===== src/rtl/fetch_pkg.sv =====
// Shared types for the fetch stage: FSM states, buffer entry layout and widths.
package fetch_pkg;

   localparam int PC_W    = 9;
   localparam int INSTR_W = 9;
   localparam logic [INSTR_W-1:0] HALT_WORD = 9'h1FF;

   typedef enum logic [1:0] {
      IDLE,
      RUN,
      HALT
   } fetch_state_t;

   typedef struct packed {
      logic [PC_W-1:0]    pc;
      logic [INSTR_W-1:0] instr;
   } fetch_entry_t;

endpackage


===== src/rtl/fetch_skid_buf.sv =====
// Two-entry FIFO of fetched words; entry 0 is always the head, so head is a plain register.
module fetch_skid_buf
   import fetch_pkg::*;
(
   input  logic         clk,
   input  logic         rst_n,
   input  logic         push,
   input  logic         pop,
   input  logic         clear,
   input  fetch_entry_t din,
   output logic [1:0]   count,
   output fetch_entry_t head
);

   fetch_entry_t entry0;
   fetch_entry_t entry1;
   logic         pop_ok;

   assign pop_ok = pop & (count != 2'd0);
   assign head   = entry0;

   // A push lands in the slot that will be the tail after this cycle's pop.
   always_ff @(posedge clk or negedge rst_n) begin
      if (!rst_n) begin
         count  <= 2'd0;
         entry0 <= '0;
         entry1 <= '0;
      end else if (clear) begin
         count <= 2'd0;
      end else begin
         if (pop_ok)
            entry0 <= entry1;
         if (push) begin
            if ((count == 2'd0) || ((count == 2'd1) && pop_ok))
               entry0 <= din;
            else
               entry1 <= din;
         end
         count <= count + {1'b0, push} - {1'b0, pop_ok};
      end
   end

endmodule


===== src/rtl/instr_fetch.sv =====
// Fetch stage: FSM, issue/replay redirect, in-flight tag and HALT detection.
// Optional perf counters are built when INSTR_FETCH_PERF_EN is defined.
module instr_fetch
   import fetch_pkg::*;
(
   input  logic               clk,
   input  logic               rst_n,
   input  logic               start,
   input  logic               flush,
   input  logic [PC_W-1:0]    pc_in,
   output logic               imem_en,
   output logic [PC_W-1:0]    imem_addr,
   input  logic [INSTR_W-1:0] imem_data,
   output logic               redir_valid,
   output logic [PC_W-1:0]    redir_addr,
   output logic               out_valid,
   input  logic               out_ready,
   output logic [INSTR_W-1:0] out_instr,
   output logic [PC_W-1:0]    out_pc,
   output logic               done
`ifdef INSTR_FETCH_PERF_EN
   ,
   output logic [15:0]        perf_fetched,
   output logic [15:0]        perf_stalls
`endif
);

   fetch_state_t    state;
   fetch_state_t    state_n;
   logic            inflight;
   logic [PC_W-1:0] inflight_pc;
   logic [1:0]      count;
   fetch_entry_t    head;
   fetch_entry_t    ret_entry;
   logic            issue;
   logic            push;
   logic            pop;
   logic            clear;
   logic [2:0]      occupancy;

   assign out_valid  = (count != 2'd0);
   assign pop        = out_valid & out_ready;
   assign out_instr  = head.instr;
   assign out_pc     = head.pc;
   assign done       = (state == HALT) && (count == 2'd0);
   assign imem_addr  = pc_in;
   assign redir_addr = pc_in;
   assign imem_en    = issue;
   assign clear      = start | flush;
   assign occupancy  = {1'b0, count} + {2'b0, inflight};

   // Returning words are dropped once halted or when squashed this cycle.
   assign push            = inflight & (state == RUN) & ~clear;
   assign ret_entry.pc    = inflight_pc;
   assign ret_entry.instr = imem_data;

   always_ff @(posedge clk or negedge rst_n) begin
      if (!rst_n)
         state <= IDLE;
      else
         state <= state_n;
   end

   // Issue only if the buffer can still hold the word when it returns; otherwise replay the PC.
   always_comb begin
      state_n     = state;
      issue       = 1'b0;
      redir_valid = 1'b0;
      if (start) begin
         state_n = RUN;
      end else if (!flush && (state == RUN)) begin
         if (occupancy <= (3'd1 + {2'b0, pop}))
            issue = 1'b1;
         else
            redir_valid = 1'b1;
         if (push && (imem_data == HALT_WORD))
            state_n = HALT;
      end
   end

   always_ff @(posedge clk or negedge rst_n) begin
      if (!rst_n) begin
         inflight    <= 1'b0;
         inflight_pc <= '0;
      end else begin
         inflight <= issue;
         if (issue)
            inflight_pc <= pc_in;
      end
   end

   fetch_skid_buf u_buf (
      .clk   (clk),
      .rst_n (rst_n),
      .push  (push),
      .pop   (pop),
      .clear (clear),
      .din   (ret_entry),
      .count (count),
      .head  (head)
   );

`ifdef INSTR_FETCH_PERF_EN
   always_ff @(posedge clk or negedge rst_n) begin
      if (!rst_n) begin
         perf_fetched <= 16'd0;
         perf_stalls  <= 16'd0;
      end else if (start) begin
         perf_fetched <= 16'd0;
         perf_stalls  <= 16'd0;
      end else begin
         if (push && (perf_fetched != 16'hFFFF))
            perf_fetched <= perf_fetched + 16'd1;
         if ((state == RUN) && redir_valid && (perf_stalls != 16'hFFFF))
            perf_stalls <= perf_stalls + 16'd1;
      end
   end
`endif

endmodule


===== config.mk =====
export PLATFORM = sky130hd
export DESIGN_NAME = instr_fetch
export DESIGN_NICKNAME = d
export VERILOG_FILES = /design/src/rtl/fetch_pkg.sv /design/src/rtl/fetch_skid_buf.sv /design/src/rtl/instr_fetch.sv
export SDC_FILE = /design/constraint.sdc
export NUM_CORES = 1
export LEC_CHECK = 0
export CORE_ASPECT_RATIO = 0.9
export CORE_MARGIN = 1.5
export CORE_UTILIZATION = 40
export CTS_BUF_LIST = sky130_fd_sc_hd__clkbuf_4 sky130_fd_sc_hd__clkbuf_8
export CTS_CLUSTER_SIZE = 12
export DETAILED_ROUTE_END_ITERATION = 12
export PLACE_DENSITY = 0.68
export SYNTH_ARGS = -nofsm -noshare
export SYNTH_HDL_FRONTEND = slang
export SYNTH_SLANG_ARGS = --single-unit

===== constraint.sdc =====
create_clock -name clk -period 2.9 [get_ports clk]
set_clock_uncertainty 0.05 [all_clocks]
set_input_delay 0.435 -clock clk [delete_from_list [all_inputs] [get_ports clk]]
set_output_delay 0.435 -clock clk [all_outputs]
set_load 0.1 [all_outputs]

==> impl_results.md, run 1 <==
- Status: finished, final reports clean
- Power per standard cell area: 718 mW/mm^2
- Family with the most delay on the worst path: simple AND/OR/NAND/NOR gates
- CTS tree: yes
- CP max stage delay: 0.57 ns
- Final setup viols: 0
- Critical Path End Type: output pin
- Max_cap viols: 0
- PostCTS Resize Cnt: 0
- Cell leakage power: 1.44 nW
- Drc violations: 0
- Pwr Total: 2.15 mW
- Dpl cell area: 0.00291 mm^2
- Post-Route Utilization: 52.6%
- RSZ-0062 raised after global routing: no
- Ports: 63
- Syn Inst Count: 214
- First-pass GRT wire length: 8.33 mm
- CP Cell Sequence: clkdlybuf4s50_1, or4b_4, nor2_1, nand2_1, inv_1, buf_12
- Number of diodes: 0
- Most common library cell in the layout ignoring fill and taps: dfrtp_1
- Die width: 84.3 um
- Post-route insts no fill: 334
- Mean routed wirelength per cell: 15.0 um
- Maximum VDD drop: 0.477 mV
- Synth Net Count: 241
- Syn. warnings: 0
- DP Worst Slack: 0.344 ns
- Clk_lat worst skew: 0.29 ns
- Seq/Total Area, Yosys: 52.6%
- Core area: 0.00569 mm^2
- Buf/Inv on CP: 3
- Arrival @ worst endpoint: 1.95 ns
- Design Area, Final: 0.00299 mm^2
- Avg Cell Area, Syn: 11.1 um^2
- CP Data Required Time: 2.41 ns
- CTS max path bufs: 2
- CTS H-tree lvls: 2
- Min-delay worst type: in -> async
- Final hold vios: 0
- Vias per cell: 5.17
- DP Wirelength: 3.41 mm
- Worst-margin pin slew: 0.520 ns
- Post-Syn Area: 0.00238 mm^2
- Fin crit share: 84.0%
- Nets: 292
- Area Overhead vs Synth: 25.9%
- Netlist cell types: 28
- Via count: 1728
- Tmin final: 2.44 ns
- Critical path class: in -> out
- Share of layout cells above drive strength 1: 38.6%
- DRT Pass-1 Iters: 4
- Global Route Usage Sum: 16.3%
- Hold buffer count at cts: 0
- Hold slack final: 0.0557 ns
- Die height: 76.1 um
- Vias in the first global route: 1727
- Commonest non-fill, non-tap cells in the layout: dfrtp_1 (50), buf_4 (48), a21oi_1 (45)
- IO Port Bufs: 62
- Initial drt markers: 113
- GR Overflow Total: 0
- Final Wtd Congestion: 0.732
- Clk slew on worst S/H paths: 0.08 ns
- Relative slew slack: 65.3%
- Routed WL: 5.00 mm
- Root Buffer: clkbuf_8
- CP max-delay cell: or4b_4
- Final-layout fill cell count: 503
- Die ar.: 0.00642 mm^2
- CP Launch Type: input port
- TritonCTS Buffers: 5
- Setup slack after layout: 0.465 ns
- Starting density of the core: 41.8%
- Fmax: 0.411 GHz
- Placed instance count: 328
- Slew Limit Fails: 0
- Largest net degree at the start of global routing: 28
- Critical path peak fanout: 4
- Final ANT Viol Nets: 0
- Initial antenna violation count: 0
- Final TNS setup: 0 ns
- Yosys reg bits: 50
- Post-CTS setup buffers: 0
- CTS Sinks: 50
- Rows: 26
power by group:
group | internal, mW | total (mW) | switching (mW)
clock network | 0.185 | 0.400 | 0.216
registers | 0.791 | 0.851 | 0.0602
logic | 0.194 | 0.897 | 0.704
final timing paths:
check | slack, ns | depth (start not counted) | endpoint | from
worst max-delay path | 0.46 | 6 | imem_en | flush
max in group asynchronous | 2.00 | 2 | u_buf.head[5] | rst_n
min in group clk | 0.46 | 1 | u_buf.entry1[5] | u_buf.entry1[5]
worst min-delay path | 0.06 | 1 | u_buf.entry1[2] | rst_n
worst max register to register | 0.77 | 5 | u_buf.head[12] | state[1]
worst min register to register | 0.46 | 1 | u_buf.entry1[5] | u_buf.entry1[5]
worst reg2reg max path: cells and delay by family, from the launching register on:
family,cells,cell delay [ns]
buffers and inverters,1,0.24
and+or+nand+nor,2,1.10
DFF,1,0.42
AOI/OAI and AO/OA,2,0.21
area by class of cell:
type / count / area [um^2] / area share [%]
clock buffer: 6 / 82.6 / 2.76
multi-input combinational: 130 / 935 / 31.2
tap: 70 / 87.6 / 2.93
timing repair buffer: 72 / 616 / 20.6
inverter: 6 / 22.5 / 0.752
sequential: 50 / 1250 / 41.8
sequential cells by signal, indices dropped and copies added, names as in the netlist:
name          cells
u_buf.head       18
inflight          1
state             2
u_buf.count       2
inflight_pc       9
u_buf.entry1     18
cell usage after synthesis, drive strengths merged:
library cell   n  area share [%]
a21oi         56              13
dfrtp         50              53
mux2          27              13
buf           23             7.0
nand2         21             3.3
inv            6            0.95
clkbuf         5            0.79
ha             4             2.1
nor2           3            0.47
o21ai          3            0.79
nand4          2            0.53
nor3           2            0.42
or4b           2             1.0
a21o           1            0.32
and2           1            0.26
and4b          1            0.42
nor2b          1            0.26
nor3b          1            0.32
nor4           1            0.26
nor4b          1             1.0
or2            1            0.26
xnor2          1            0.37
xor2           1            0.37
kinds of logic (layout without fill, tap and decap cells):
| group | count (synthesis) | after routing | synth area share, % |
|---|---|---|---|
| flip-flops | 50 | 50 | 52.6 |
| XOR/XNOR | 2 | 2 | 0.737 |
| AND/OR/NAND/NOR | 37 | 37 | 8.53 |
| buffers and inverters | 34 | 84 | 8.74 |
| adder cells (fa/ha/maj) | 4 | 4 | 2.11 |
| AO/OA/AOI/OAI | 60 | 60 | 14.5 |
| multiplexers | 27 | 27 | 12.8 |
per-layer routing:
metal	vias to the layer above	GRT usage, %	part of all wire [%]
met1	843	20.9	44
met2	50	27.2	49
met5	-	0	0
li1	828	-	-
met3	7	3.36	5.1
met4	0	6.07	1.6
Note: power is estimated with default switching activity, not from simulation.
==> run 2, diff against run 1 <==
Settings changed: PLACE_DENSITY 0.68 to 0.71.
Clock period 2.9 ns to 2.2 ns, I/O delays scaled along.
==> impl_results.md, run 2 (synthesis results as in run 1) <==
- Status: finished, final reports clean (unchanged)
- Slew Limit Fails: 0 (unchanged)
- Pwr Total: 3.03 mW (was 2.15 mW)
- Buf/Inv on CP: 2 (was 3)
- GR Overflow Total: 0 (unchanged)
- Setup slack after layout: 0.0850 ns (was 0.465 ns)
- Die width: 84.3 um (unchanged)
- Die ar.: 0.00642 mm^2 (unchanged)
- Critical path class: reg -> out (was in -> out)
- Worst reg2reg setup slack: 0.13 ns (was 0.77 ns)
- Initial antenna violation count: 0 (unchanged)
- Largest net degree at the start of global routing: 21 (was 28)
- CP max-delay cell: dfrtp_2 (was or4b_4)
- Met3 GRT Util: 2.93% (was 3.36%)
- Final Wtd Congestion: 0.761 (was 0.732)
- CTS H-tree lvls: 2 (unchanged)
- RSZ-0062 raised after global routing: no (unchanged)
- Family with the most delay on the worst path: adder cells (was simple AND/OR/NAND/NOR gates)
- Core area: 0.00569 mm^2 (unchanged)
- Fmax: 0.473 GHz
- Routed WL: 5.12 mm (was 5.00 mm)
- Share of layout cells above drive strength 1: 43.2% (was 38.6%)
- Crit path launch: u_buf.count[0] (was flush)
- Tmin final: 2.12 ns
- CTS tree: yes (unchanged)
- Final ANT Viol Nets: 0 (unchanged)
- RR Endpoint: u_buf.head[12] (unchanged)
- Hold path depth: 3
- DP Worst Slack: -0.183 ns (was 0.344 ns)
- IO Port Bufs: 62 (unchanged)
- Clk_lat worst skew: 0.30 ns (was 0.29 ns)
- Drc violations: 0 (unchanged)
- DRT Pass-1 Iters: 4 (unchanged)
- Final TNS setup: 0 ns (unchanged)
- Max_cap viols: 0 (unchanged)
- Critical path peak fanout: 5 (was 4)
- Final setup viols: 0 (unchanged)
- Vias in the first global route: 1836 (was 1727)
- Worst-margin pin slew: 0.430 ns (was 0.520 ns)
- CTS max path bufs: 2 (unchanged)
- Die height: 76.1 um (unchanged)
- Relative slew slack: 71.3% (was 65.3%)
- Hold EP: u_buf.count[1]
- Rows: 26 (unchanged)
- Area Overhead vs Synth: 43.8% (was 25.9%)
- Root Buffer: clkbuf_8 (unchanged)
- Number of diodes: 0 (unchanged)
- DP Wirelength: 3.64 mm (was 3.41 mm)
- CP Cell Sequence: ha_2, ha_1, o21ai_1, buf_4, a21oi_4, buf_12 (was clkdlybuf4s50_1, or4b_4, nor2_1, nand2_1, inv_1, buf_12)
- Clk slew on worst S/H paths: 0.08 ns (about the same)
- Global Route Usage Sum: 17.5% (was 16.3%)
- Starting density of the core: 41.8% (unchanged)
- Min-delay worst type: in -> reg (was in -> async)
- Critical Path End Type: output pin (unchanged)
- First-pass GRT wire length: 9.05 mm (was 8.33 mm)
- Power per standard cell area: 885 mW/mm^2 (was 718 mW/mm^2)
- Ports: 63 (unchanged)
- Most Crowded Layer GR: met2 (unchanged)
- Fin crit share: 96.1%
- Via count: 1781 (was 1728)
- Most common library cell in the layout ignoring fill and taps: dfrtp_1 (unchanged)
- Worst r2r src: state[1] (unchanged)
- Commonest non-fill, non-tap cells in the layout: dfrtp_1 (49), a21oi_1 (45), buf_4 (37) (was dfrtp_1 (50), buf_4 (48), a21oi_1 (45))
- GR Util met1: 24.1% (was 20.9%)
- Vias per cell: 5.12 (was 5.17)
- Met2 GRT Util: 28.3% (was 27.2%)
- CTS Sinks: 50 (unchanged)
- Arrival @ worst endpoint: 1.74 ns (was 1.95 ns)
- Worst Reg-to-Reg Cells: 5 (unchanged)
- Final hold vios: 0 (unchanged)
- Hold slack final: 0.318 ns (was 0.0557 ns)
- TritonCTS Buffers: 5 (unchanged)
- Cell leakage power: 1.61 nW (was 1.44 nW)
- Post-Route Utilization: 60.1% (was 52.6%)
- Initial drt markers: 98 (was 113)
- CP max stage delay: 0.44 ns (was 0.57 ns)
- Hold path start: flush
- Nets: 304 (was 292)
- Maximum VDD drop: 0.528 mV (was 0.477 mV)
- CP Launch Type: flop (was input port)
- CP Data Required Time: 1.82 ns (was 2.41 ns)
- Mean routed wirelength per cell: 14.7 um (was 15.0 um)
run 2: cell count changes in the layout (fill, tap and decap cells not counted), sizes merged:
cell,previous run,this run
clkdlybuf4s50,21,19
bufinv,0,1
buf,51,62
inv,6,5
clkinvlp,0,1
dlygate4sd2,0,1
dlygate4sd3,0,1
clkbuf,6,7
dlymetal6s2s,0,1
run 2: final cells by class:
class	instances	area, um^2
clock buffers	7	83.8
repair buffers	84	985
inverters	6	26.3
multi-input cells	130	955
flip-flops and latches	50	1250
well taps	70	87.6
clock inverters	1	30.0
fillers	465	2270
run 2: where the power goes:
group,internal (mW),total (mW),switching (mW)
combinational,0.311,1.26,0.945
sequential,1.04,1.12,0.0778
clock,0.365,0.649,0.284
total,1.72,3.03,1.31
run 2: through the flow:
step                cell area, um^2  cells
floorplan                      2390    214
global placement               3240    334
detailed placement             3240    334
CTS                            3370    345
global route                   3420    348
finish                         3420    348
run 2: what timing repair did:
action,4_1_cts,5_1_grt
hold buffers,1,0
pin swaps,2,3
hold endpoints to repair,17,0
gates resized for setup,1,9
endpoints found under the setup margin,2,6
setup buffers,3,3
run 2: tightest hold or removal path: stages:
cell	delay (ns)
dlymetal6s2s_1	0.11
buf_4	0.15
nor3_1	0.05
run 2: worst max path at each step:
stage	end	slack, ns	depth (start not counted)
final	redir_valid	0.08	6
after global routing	redir_valid	0.008	6
after CTS	redir_valid	-0.004	6
after detailed placement	u_buf.head[12]	-0.18	6
after global placement	u_buf.head[9]	-0.17	6
after floorplan	done	-0.52	3
run 2: metal layers:
layer  vias up  share of wire [%]
li1        853                  -
met3         5                4.5
met2        49                 51
met5         -                  0
met1       874                 44
met4         0                1.2
